--- src/rtl/ltc_frame_sched_pkg.sv ---
// Shared definitions for the LTC frame scheduler: rate codes, frame geometry,
// scheduler states and the elaboration-time phase-step calculation.
package ltc_pkg;

  localparam logic [1:0] RATE_24 = 2'b00;
  localparam logic [1:0] RATE_25 = 2'b01;
  localparam logic [1:0] RATE_30 = 2'b10;

  localparam int unsigned LTC_BITS       = 80;
  localparam int unsigned HALF_PER_FRAME = 160;

  typedef enum logic [1:0] {IDLE, RUN, DRAIN} state_t;

  // floor(2^acc_w * 160 * fps / freq_i); the reserved code falls back to 30 fps
  function automatic longint unsigned step_for(input logic [1:0] rate,
                                               input longint unsigned freq_i,
                                               input int unsigned acc_w);
    longint unsigned fps;
    case (rate)
      RATE_24: fps = 64'd24;
      RATE_25: fps = 64'd25;
      default: fps = 64'd30;
    endcase
    return ((64'd1 << acc_w) * 64'(HALF_PER_FRAME) * fps) / freq_i;
  endfunction

endpackage

--- src/rtl/ltc_frame_sched_if.sv ---
// Control and timing-strobe bundle between the LTC scheduler and its consumers.
interface ltc_frame_sched_if;
  logic       enable_i;
  logic [1:0] rate_sel_i;
  logic       half_tick_o;
  logic       bit_tick_o;
  logic       frame_start_o;
  logic [6:0] bit_idx_o;
  logic       half_o;
  logic [1:0] rate_o;
  logic       busy_o;

  modport master (
    output enable_i, rate_sel_i,
    input  half_tick_o, bit_tick_o, frame_start_o, bit_idx_o, half_o, rate_o, busy_o
  );

  modport slave (
    input  enable_i, rate_sel_i,
    output half_tick_o, bit_tick_o, frame_start_o, bit_idx_o, half_o, rate_o, busy_o
  );
endinterface

--- src/rtl/ltc_frame_sched_phase_acc.sv ---
// Fractional phase accumulator; carry is combinational so the scheduler can
// register its strobe on the same edge the accumulator wraps.
module ltc_phase_acc #(
  parameter int unsigned ACC_W = 32
) (
  input  logic             clk_i,
  input  logic             reset,
  input  logic             en,
  input  logic             clr,
  input  logic [ACC_W-1:0] step,
  output logic             carry
);

  logic [ACC_W-1:0] acc_q, acc_d;
  logic [ACC_W:0]   sum;

  assign sum = {1'b0, acc_q} + {1'b0, step};

  // The residue is kept on wrap so the long-term rate stays exact
  always_comb begin
    acc_d = acc_q;
    carry = 1'b0;
    if (clr) begin
      acc_d = '0;
    end else if (en) begin
      acc_d = sum[ACC_W-1:0];
      carry = sum[ACC_W];
    end
  end

  always_ff @(posedge clk_i or posedge reset) begin
    if (reset) acc_q <= '0;
    else       acc_q <= acc_d;
  end

endmodule

--- src/rtl/ltc_frame_sched.sv ---
// LTC transmit scheduler: half-bit/bit/frame strobes and bit index for an
// 80-bit frame, with frame-rate changes applied only at frame boundaries.
module ltc_frame_sched
  import ltc_pkg::*;
#(
  parameter int unsigned FREQ_I = 50_000_000,
  parameter int unsigned ACC_W  = 32
) (
  input logic               clk_i,
  input logic               reset,
  ltc_frame_sched_if.slave  bus
);

  localparam logic [ACC_W-1:0] STEP_24  = ACC_W'(step_for(RATE_24, 64'(FREQ_I), ACC_W));
  localparam logic [ACC_W-1:0] STEP_25  = ACC_W'(step_for(RATE_25, 64'(FREQ_I), ACC_W));
  localparam logic [ACC_W-1:0] STEP_30  = ACC_W'(step_for(RATE_30, 64'(FREQ_I), ACC_W));
  localparam logic [6:0]       LAST_BIT = 7'(LTC_BITS - 1);

  state_t           state_q, state_d;
  logic [1:0]       rate_q, rate_d;
  logic [6:0]       bit_idx_q, bit_idx_d;
  logic             half_q, half_d;
  logic             busy_q, busy_d;
  logic             half_tick_q, half_tick_d;
  logic             bit_tick_q, bit_tick_d;
  logic             frame_start_q, frame_start_d;
  logic             acc_en, acc_clr, carry;
  logic [ACC_W-1:0] step;

  always_comb begin
    case (rate_q)
      RATE_24: step = STEP_24;
      RATE_25: step = STEP_25;
      default: step = STEP_30;
    endcase
  end

  assign acc_en = (state_q != IDLE);

  ltc_phase_acc #(.ACC_W(ACC_W)) u_acc (
    .clk_i (clk_i),
    .reset (reset),
    .en    (acc_en),
    .clr   (acc_clr),
    .step  (step),
    .carry (carry)
  );

  always_comb begin
    state_d       = state_q;
    rate_d        = rate_q;
    bit_idx_d     = bit_idx_q;
    half_d        = half_q;
    busy_d        = busy_q;
    half_tick_d   = 1'b0;
    bit_tick_d    = 1'b0;
    frame_start_d = 1'b0;
    acc_clr       = 1'b0;
    case (state_q)
      IDLE: begin
        if (bus.enable_i) begin
          state_d       = RUN;
          rate_d        = bus.rate_sel_i;
          acc_clr       = 1'b1;
          bit_idx_d     = '0;
          half_d        = 1'b0;
          busy_d        = 1'b1;
          half_tick_d   = 1'b1;
          bit_tick_d    = 1'b1;
          frame_start_d = 1'b1;
        end
      end
      RUN, DRAIN: begin
        state_d = bus.enable_i ? RUN : DRAIN;
        if (carry) begin
          half_tick_d = 1'b1;
          if (!half_q) begin
            half_d = 1'b1;
          end else if (bit_idx_q != LAST_BIT) begin
            half_d     = 1'b0;
            bit_idx_d  = bit_idx_q + 7'd1;
            bit_tick_d = 1'b1;
          end else begin
            half_d    = 1'b0;
            bit_idx_d = '0;
            // Frame boundary: continue with the newly requested rate, or stop silently
            if (bus.enable_i) begin
              bit_tick_d    = 1'b1;
              frame_start_d = 1'b1;
              rate_d        = bus.rate_sel_i;
            end else begin
              state_d     = IDLE;
              busy_d      = 1'b0;
              half_tick_d = 1'b0;
            end
          end
        end
      end
      default: state_d = IDLE;
    endcase
  end

  always_ff @(posedge clk_i or posedge reset) begin
    if (reset) begin
      state_q       <= IDLE;
      rate_q        <= RATE_25;
      bit_idx_q     <= '0;
      half_q        <= 1'b0;
      busy_q        <= 1'b0;
      half_tick_q   <= 1'b0;
      bit_tick_q    <= 1'b0;
      frame_start_q <= 1'b0;
    end else begin
      state_q       <= state_d;
      rate_q        <= rate_d;
      bit_idx_q     <= bit_idx_d;
      half_q        <= half_d;
      busy_q        <= busy_d;
      half_tick_q   <= half_tick_d;
      bit_tick_q    <= bit_tick_d;
      frame_start_q <= frame_start_d;
    end
  end

  assign bus.half_tick_o   = half_tick_q;
  assign bus.bit_tick_o    = bit_tick_q;
  assign bus.frame_start_o = frame_start_q;
  assign bus.bit_idx_o     = bit_idx_q;
  assign bus.half_o        = half_q;
  assign bus.rate_o        = rate_q;
  assign bus.busy_o        = busy_q;

endmodule

--- src/flat_wrapper.sv ---
// flat-port wrapper written by rule: the top's interface ports become plain ports
module ltc_frame_sched_flat import ltc_pkg::*;
#(
  parameter int unsigned FREQ_I = 50_000_000,
  parameter int unsigned ACC_W  = 32
)
  (clk_i, reset, bus_enable_i, bus_rate_sel_i, bus_half_tick_o, bus_bit_tick_o, bus_frame_start_o, bus_bit_idx_o, bus_half_o, bus_rate_o, bus_busy_o);
  ltc_frame_sched_if bus_i ();
  input logic clk_i;
  input logic reset;
  input wire logic [$bits(bus_i.enable_i)-1:0] bus_enable_i;
  input wire logic [$bits(bus_i.rate_sel_i)-1:0] bus_rate_sel_i;
  output wire logic [$bits(bus_i.half_tick_o)-1:0] bus_half_tick_o;
  output wire logic [$bits(bus_i.bit_tick_o)-1:0] bus_bit_tick_o;
  output wire logic [$bits(bus_i.frame_start_o)-1:0] bus_frame_start_o;
  output wire logic [$bits(bus_i.bit_idx_o)-1:0] bus_bit_idx_o;
  output wire logic [$bits(bus_i.half_o)-1:0] bus_half_o;
  output wire logic [$bits(bus_i.rate_o)-1:0] bus_rate_o;
  output wire logic [$bits(bus_i.busy_o)-1:0] bus_busy_o;
  assign bus_i.enable_i = bus_enable_i;
  assign bus_i.rate_sel_i = bus_rate_sel_i;
  assign bus_half_tick_o = bus_i.half_tick_o;
  assign bus_bit_tick_o = bus_i.bit_tick_o;
  assign bus_frame_start_o = bus_i.frame_start_o;
  assign bus_bit_idx_o = bus_i.bit_idx_o;
  assign bus_half_o = bus_i.half_o;
  assign bus_rate_o = bus_i.rate_o;
  assign bus_busy_o = bus_i.busy_o;
  ltc_frame_sched #(.FREQ_I(FREQ_I), .ACC_W(ACC_W)) u_core (.clk_i(clk_i), .reset(reset), .bus(bus_i));
endmodule
--- config.mk ---
export PLATFORM = sky130hd
export DESIGN_NAME = ltc_frame_sched_flat
export DESIGN_NICKNAME = d
export VERILOG_FILES = /design/src/rtl/ltc_frame_sched_pkg.sv /design/src/rtl/ltc_frame_sched_if.sv /design/src/rtl/ltc_frame_sched_phase_acc.sv /design/src/rtl/ltc_frame_sched.sv /design/src/flat_wrapper.sv
export SDC_FILE = /design/constraint.sdc
export NUM_CORES = 1
export LEC_CHECK = 0
export CORE_ASPECT_RATIO = 0.7
export CORE_MARGIN = 3
export CORE_UTILIZATION = 45
export DETAILED_ROUTE_END_ITERATION = 10
export GPL_TIMING_DRIVEN = 0
export HOLD_SLACK_MARGIN = 0.02
export PLACE_DENSITY = 0.67
export RECOVER_POWER = 25
export SLEW_MARGIN = 5
export SYNTH_ARGS = -nofsm -noshare
export SYNTH_HDL_FRONTEND = slang
export SYNTH_SLANG_ARGS = --single-unit
--- constraint.sdc ---
create_clock -name clk_i -period 8.95 [get_ports clk_i]
set_clock_uncertainty 0.15 [all_clocks]
set_input_delay 2.2375 -clock clk_i [delete_from_list [all_inputs] [get_ports clk_i]]
set_output_delay 2.2375 -clock clk_i [all_outputs]
set_load 0.05 [all_outputs]
Yosys cells after proc, flatten, opt, wreduce, memory -nomap -nowiden
Index checks and enable logic that the tools add are counted.
{ "totals": {"reg_bits": 48, "inputBits": 5, "output_inout_bits": 14, "word_cells": 75} }
{ "op_classes": {"addsub": 2, "n_eq_ne": 9, "mux": 45, "reduce_logical": 10} }
{ "ops": {"columns": ["op", "n"], "rows": [
  ["two-way mux 32 bit", 2],
  ["one-hot mux 18 bit (2 select lines)", 1],
  ["adder 32 x 19 -> 33 bit", 1],
  ["two-way mux 7 bit", 4],
  ["two-way mux 1 bit", 20],
  ["two-way mux 2 bit", 10],
  ["one-hot mux 7 bit (2 select lines)", 1],
  ["one-hot mux 1 bit (2 select lines)", 5],
  ["one-hot mux 2 bit (2 select lines)", 2],
  ["AND reduction 4 bit", 2],
  ["adder 7 x 1 -> 7 bit, second input constant", 1],
  ["inequality test 7 bit, second input constant", 1],
  ["inequality test 2 bit, second input constant", 3],
  ["AND reduction 6 bit", 1],
  ["nonzero test 2 bit", 3],
  ["equality test 2 x 1 -> 1 bit, second input constant", 2],
  ["zero test 2 bit", 2],
  ["inequality test 2 x 1 -> 1 bit, second input constant", 2],
  ["AND reduction 3 bit", 1],
  ["equality test 2 bit, second input constant", 1],
  ["OR reduction 2 bit", 1]
]} }

Longest topological paths before layout
{ "logic_depth": {"depth_word": 7, "depth_mapped": 15, "mapped_depth_nobuf": 11} }

By module
Synthesis repeated with hierarchy kept, for this count alone.
{ "hier_totals": {"hier_cells": 468, "hier_area_um2": 4017.6} }
{ "modules_own_cells": {"columns": ["mod", "instances", "cells_each", "area_each_um2", "seq_area_each_um2"], "rows": [
  ["ltc_phase_acc", 1, 365, 3071.7, 800.8],
  ["ltc_frame_sched", 1, 103, 945.9, 401.6]
]} }

Worst setup path after synthesis
No wires, ideal clock.
{ "synth_path": {"kind": "flip-flop to flip-flop", "start": "register u_core.rate_q[1], in the netlist u_core.bus.rate_o[1]", "end": "register u_core.rate_q[1], in the netlist u_core.bus.rate_o[1]", "setup_ns": 0.128, "arrival_ns": 3.122, "required_time_ns": 8.672, "slack_ns": 5.551, "path_stages_with_launch": 14, "path_buffers": 3, "synth_period_minus_slack_ns": 3.399, "cell_sequence": "dfrtp_1 > buf_4 > buf_6 > clkbuf_1 > or2_2 > inv_1 > ha_1 > inv_1 > a211oi_2 > o2111ai_2 > a21boi_2 > o2111ai_2 > a21oi_2 > mux2_1"} }
{ "synth_via": {"elab_chain_cells": 7, "elab_cells_between_ends": 13, "cone_classes": "1 x add/sub; 2 x eq/ne; 8 x mux; 2 x reduce/logical"} }
{ "synth_rtl": {"columns": ["item", "line", "source"], "rows": [
  ["from (decl)", "ltc_frame_sched.sv:20", "logic [1:0] rate_q, rate_d;"],
  ["from (signal assigned)", "ltc_frame_sched.sv:115", "rate_q <= rate_d;"],
  ["equality test 2 x 1 -> 1 bit or zero test 2 bit (tied branches)", "ltc_frame_sched.sv:31", "case (rate_q)"],
  ["one-hot mux 18 bit (2 select lines)", "ltc_frame_sched.sv:31", null],
  ["adder 32 x 19 -> 33 bit", "ltc_frame_sched_phase_acc.sv:17", "assign sum = {1'b0, acc_q} + {1'b0, step};"],
  ["two-way mux 1 bit", "ltc_frame_sched_phase_acc.sv:25", "end else if (en) begin"],
  ["two-way mux 1 bit", "ltc_frame_sched_phase_acc.sv:23", "if (clr) begin"],
  ["inequality test 2 x 1 -> 1 bit (no line)", null, null],
  ["AND reduction 4 bit (no line)", null, null]
]} }
Several ways; a longest one is shown, not always the timed one. The select of a mux whose other input is x is not followed.
A chain may end at the register's enable or synchronous reset.

==> impl_metrics.ini <==
[global_routing]
first_global_vias = 2742
grt_util_all_layers_pct = 20.92
grt_pass1_wl_mm = 14.06
overflow = 0
grt_max_degree = 34
antenna_found_initial = 0

[sta]
fmax_ghz = 0.2152
layout_setup_ws_ns = 4.303
tightest_slew_ns = 1.769
timing.hold.ws_ns = 0.3320
finalHoldViolations = 0
tns_ns = 0
rsz0062_at_grt = false
fin_crit_sh_pct = 51.93
max_slew_margin_pct = -17.91
finalSetupViolations = 0
period_minus_slack_ns = 4.647
slew_viol_final = 34

[die]
die-area_um2 = 8415
coreArea_um2 = 6944
fp-row-count = 25
num_io_pins = 19
initial_core_util_pct = 47.53
die_h_um = 77.66
die_w_um = 108.4

[placement]
hpwl_mm = 5.957
post-place-ws_ns = 4.671
place_congestion = 0.8965
io_buffers = 18

[detailed_routing]
firstDrtPassIters = 5
drt-initial-drc-count = 208
dr_total_vias = 2950
ant_nets = 0
drc = 0
finalWirelength_mm = 8.164
viasPerCell = 5.972
wire_per_inst_um = 16.53

[worst_setup_path]
cp.required_ns = 8.89
cp.arrival_ns = 4.59
cp_max_fo = 33
end_kind = asynchronous set/reset pin
worstSetupStartpointType = input pin
worst-setup-path-type = in2async

[synth]
synthAdderAreaFrac_pct = 5.193
syn-mean-instance-area_um2 = 8.849
synth-compound-area-share_pct = 24.94
synth_ff_type = dfrtp_1
syn_nets = 390
synth.distinct_cells = 67
synthesis.area_um2 = 3301
synth_seq_cells = 48
synth_edf_count = 0
synthMuxAreaShare_pct = 4.321
yosys.area_share.simple_pct = 21.91
synth_seq_area_share_pct = 36.43
synthArstFlopShare_pct = 100.0
synth_warnings = 0
synth_xor_area_share_pct = 2.919
syn-instance-count = 373
synth_top_family_by_area = compound AO/OA/AOI/OAI gates

[pwr]
leakage_nw = 1.575
ir_drop_mv = 0.2274
switchingPower_uw = 679.3
p_clk_share_pct = 11.6
p_int_uw = 701.7
seqPwrFrac_pct = 25.2
switching_share_pct = 49.19
power_mw = 1.381
power_frac_comb_pct = 63.2
pwr_density_cell_nw_per_um2 = 371.9

[outcome]
violations = capacitance limit, slew limit
status = complete, but fails checks

[flow_run]
maxCapViolations = 1

[worst_hold_path]
min_path_type = reg2reg

[layout]
layout_commonest_cell = nand2_1
regArea_um2 = 1202
drive_gt1_share_pct = 10.00
antenna_cells = 0
nNetsFinal = 416
multi_input_area_um2 = 1957
syn_to_final_growth_pct = 12.51
layout_common_cells = nand2_1, dfrtp_1, o21ai_0
fillers = 669

[clocking]
cts_tree = built
root_buffer = clkbuf_8
cts_buffer_depth = 2
worstSkewPairLatency_ns = 0.31
cts_sinks = 48
clk_pin_slew_ns = 0.09
h-tree-depth = 2
numCtsBuffers = 5
hold_buffers = 0
cts_resized = 0
cts_setup_buffers = 0
-- flip-flops by register name, indices dropped and copies added, names as in the netlist --
signal,cells
u_core.bus.rate_o,2
u_core.bus.half_tick_o,1
u_core.bus.busy_o,1
u_core.u_acc.acc_q,32
u_core.bus.bit_tick_o,1
u_core.bus.frame_start_o,1
u_core.bus.bit_idx_o,7
u_core.state_q,2
u_core.bus.half_o,1
-- cells in the mapped netlist, drive strengths merged (8+ instances only) --
cell type / count / area (µm²)
nand2: 54 / 202.7
dfrtp: 47 / 1176
o21ai: 26 / 152.6
a21oi: 20 / 107.6
nor2: 19 / 71.32
ha: 12 / 150.1
inv: 12 / 45.04
mux2i: 12 / 120.1
nand3: 11 / 55.05
clkbuf: 10 / 37.54
buf: 9 / 55.04
nand4: 9 / 56.30
nor3: 8 / 50.05
-- per-stage QoR --
stage	area, µm²	util [%]	instances
after global routing	3714	53.48	494
final	3714	53.48	494
after detailed placement	3618	52.11	486
after CTS	3730	53.71	494
after global placement	3598	51.82	485
after floorplan	3301	-	373
-- cell families (layout without fill, tap and decap cells) --
group	after synthesis	in the layout
AO/OA/AOI/OAI	111	111
XOR/XNOR	11	11
adder cells (fa/ha/maj)	14	14
buffers and inverters	32	59
flip-flops	48	48
multiplexers	14	14
AND/OR/NAND/NOR	143	143
-- area by class of cell --
| cell class | instances | area share, % |
|---|---|---|
| clock buffer | 5 | 1.853 |
| clock inverter | 3 | 1.146 |
| timing repair buffer | 19 | 4.953 |
| tap | 94 | 3.167 |
| multi-input combinational | 293 | 52.70 |
| buffer | 19 | 2.493 |
| sequential | 48 | 32.38 |
| inverter | 13 | 1.314 |
-- worst paths after layout --
path | to | cells after the start | slack (ns) | startpoint
max in group clk_i | bus_rate_o[0] | 1 | 4.89 | u_core.bus.rate_o[0]
min in group asynchronous | u_core.u_acc.acc_q[3] | 2 | 2.29 | reset
worst min-delay path | u_core.u_acc.acc_q[30] | 1 | 0.33 | u_core.u_acc.acc_q[30]
worst max-delay path | u_core.u_acc.acc_q[17] | 3 | 4.30 | reset
worst max register to register | u_core.bus.rate_o[1] | 13 | 5.26 | u_core.bus.rate_o[1]
worst min register to register | u_core.u_acc.acc_q[30] | 1 | 0.33 | u_core.u_acc.acc_q[30]
-- power by group through the flow --
stage,sequential (mW),combinational (mW),clock (mW)
after floorplan,0.377,0.631,0
after global placement,0.349,0.847,0
after detailed placement,0.351,0.862,0
after CTS,0.347,0.866,0.166
after global routing,0.358,0.967,0.175
final,0.347,0.873,0.160
-- per-layer routing --
layer	track usage, %	wire length (µm)	vias up
li1	-	-	1422
met1	34.29	4280	1420
met2	28.10	3320	100
met3	3.824	508	8
met4	4.161	55	0
met5	0	0	-
-- worst max-delay path: stages --
cell and delay [ns]:
dlygate4sd3_1 0.54, inv_1 0.46, clkbuf_1 1.33
(Power assumes the default switching activity.)
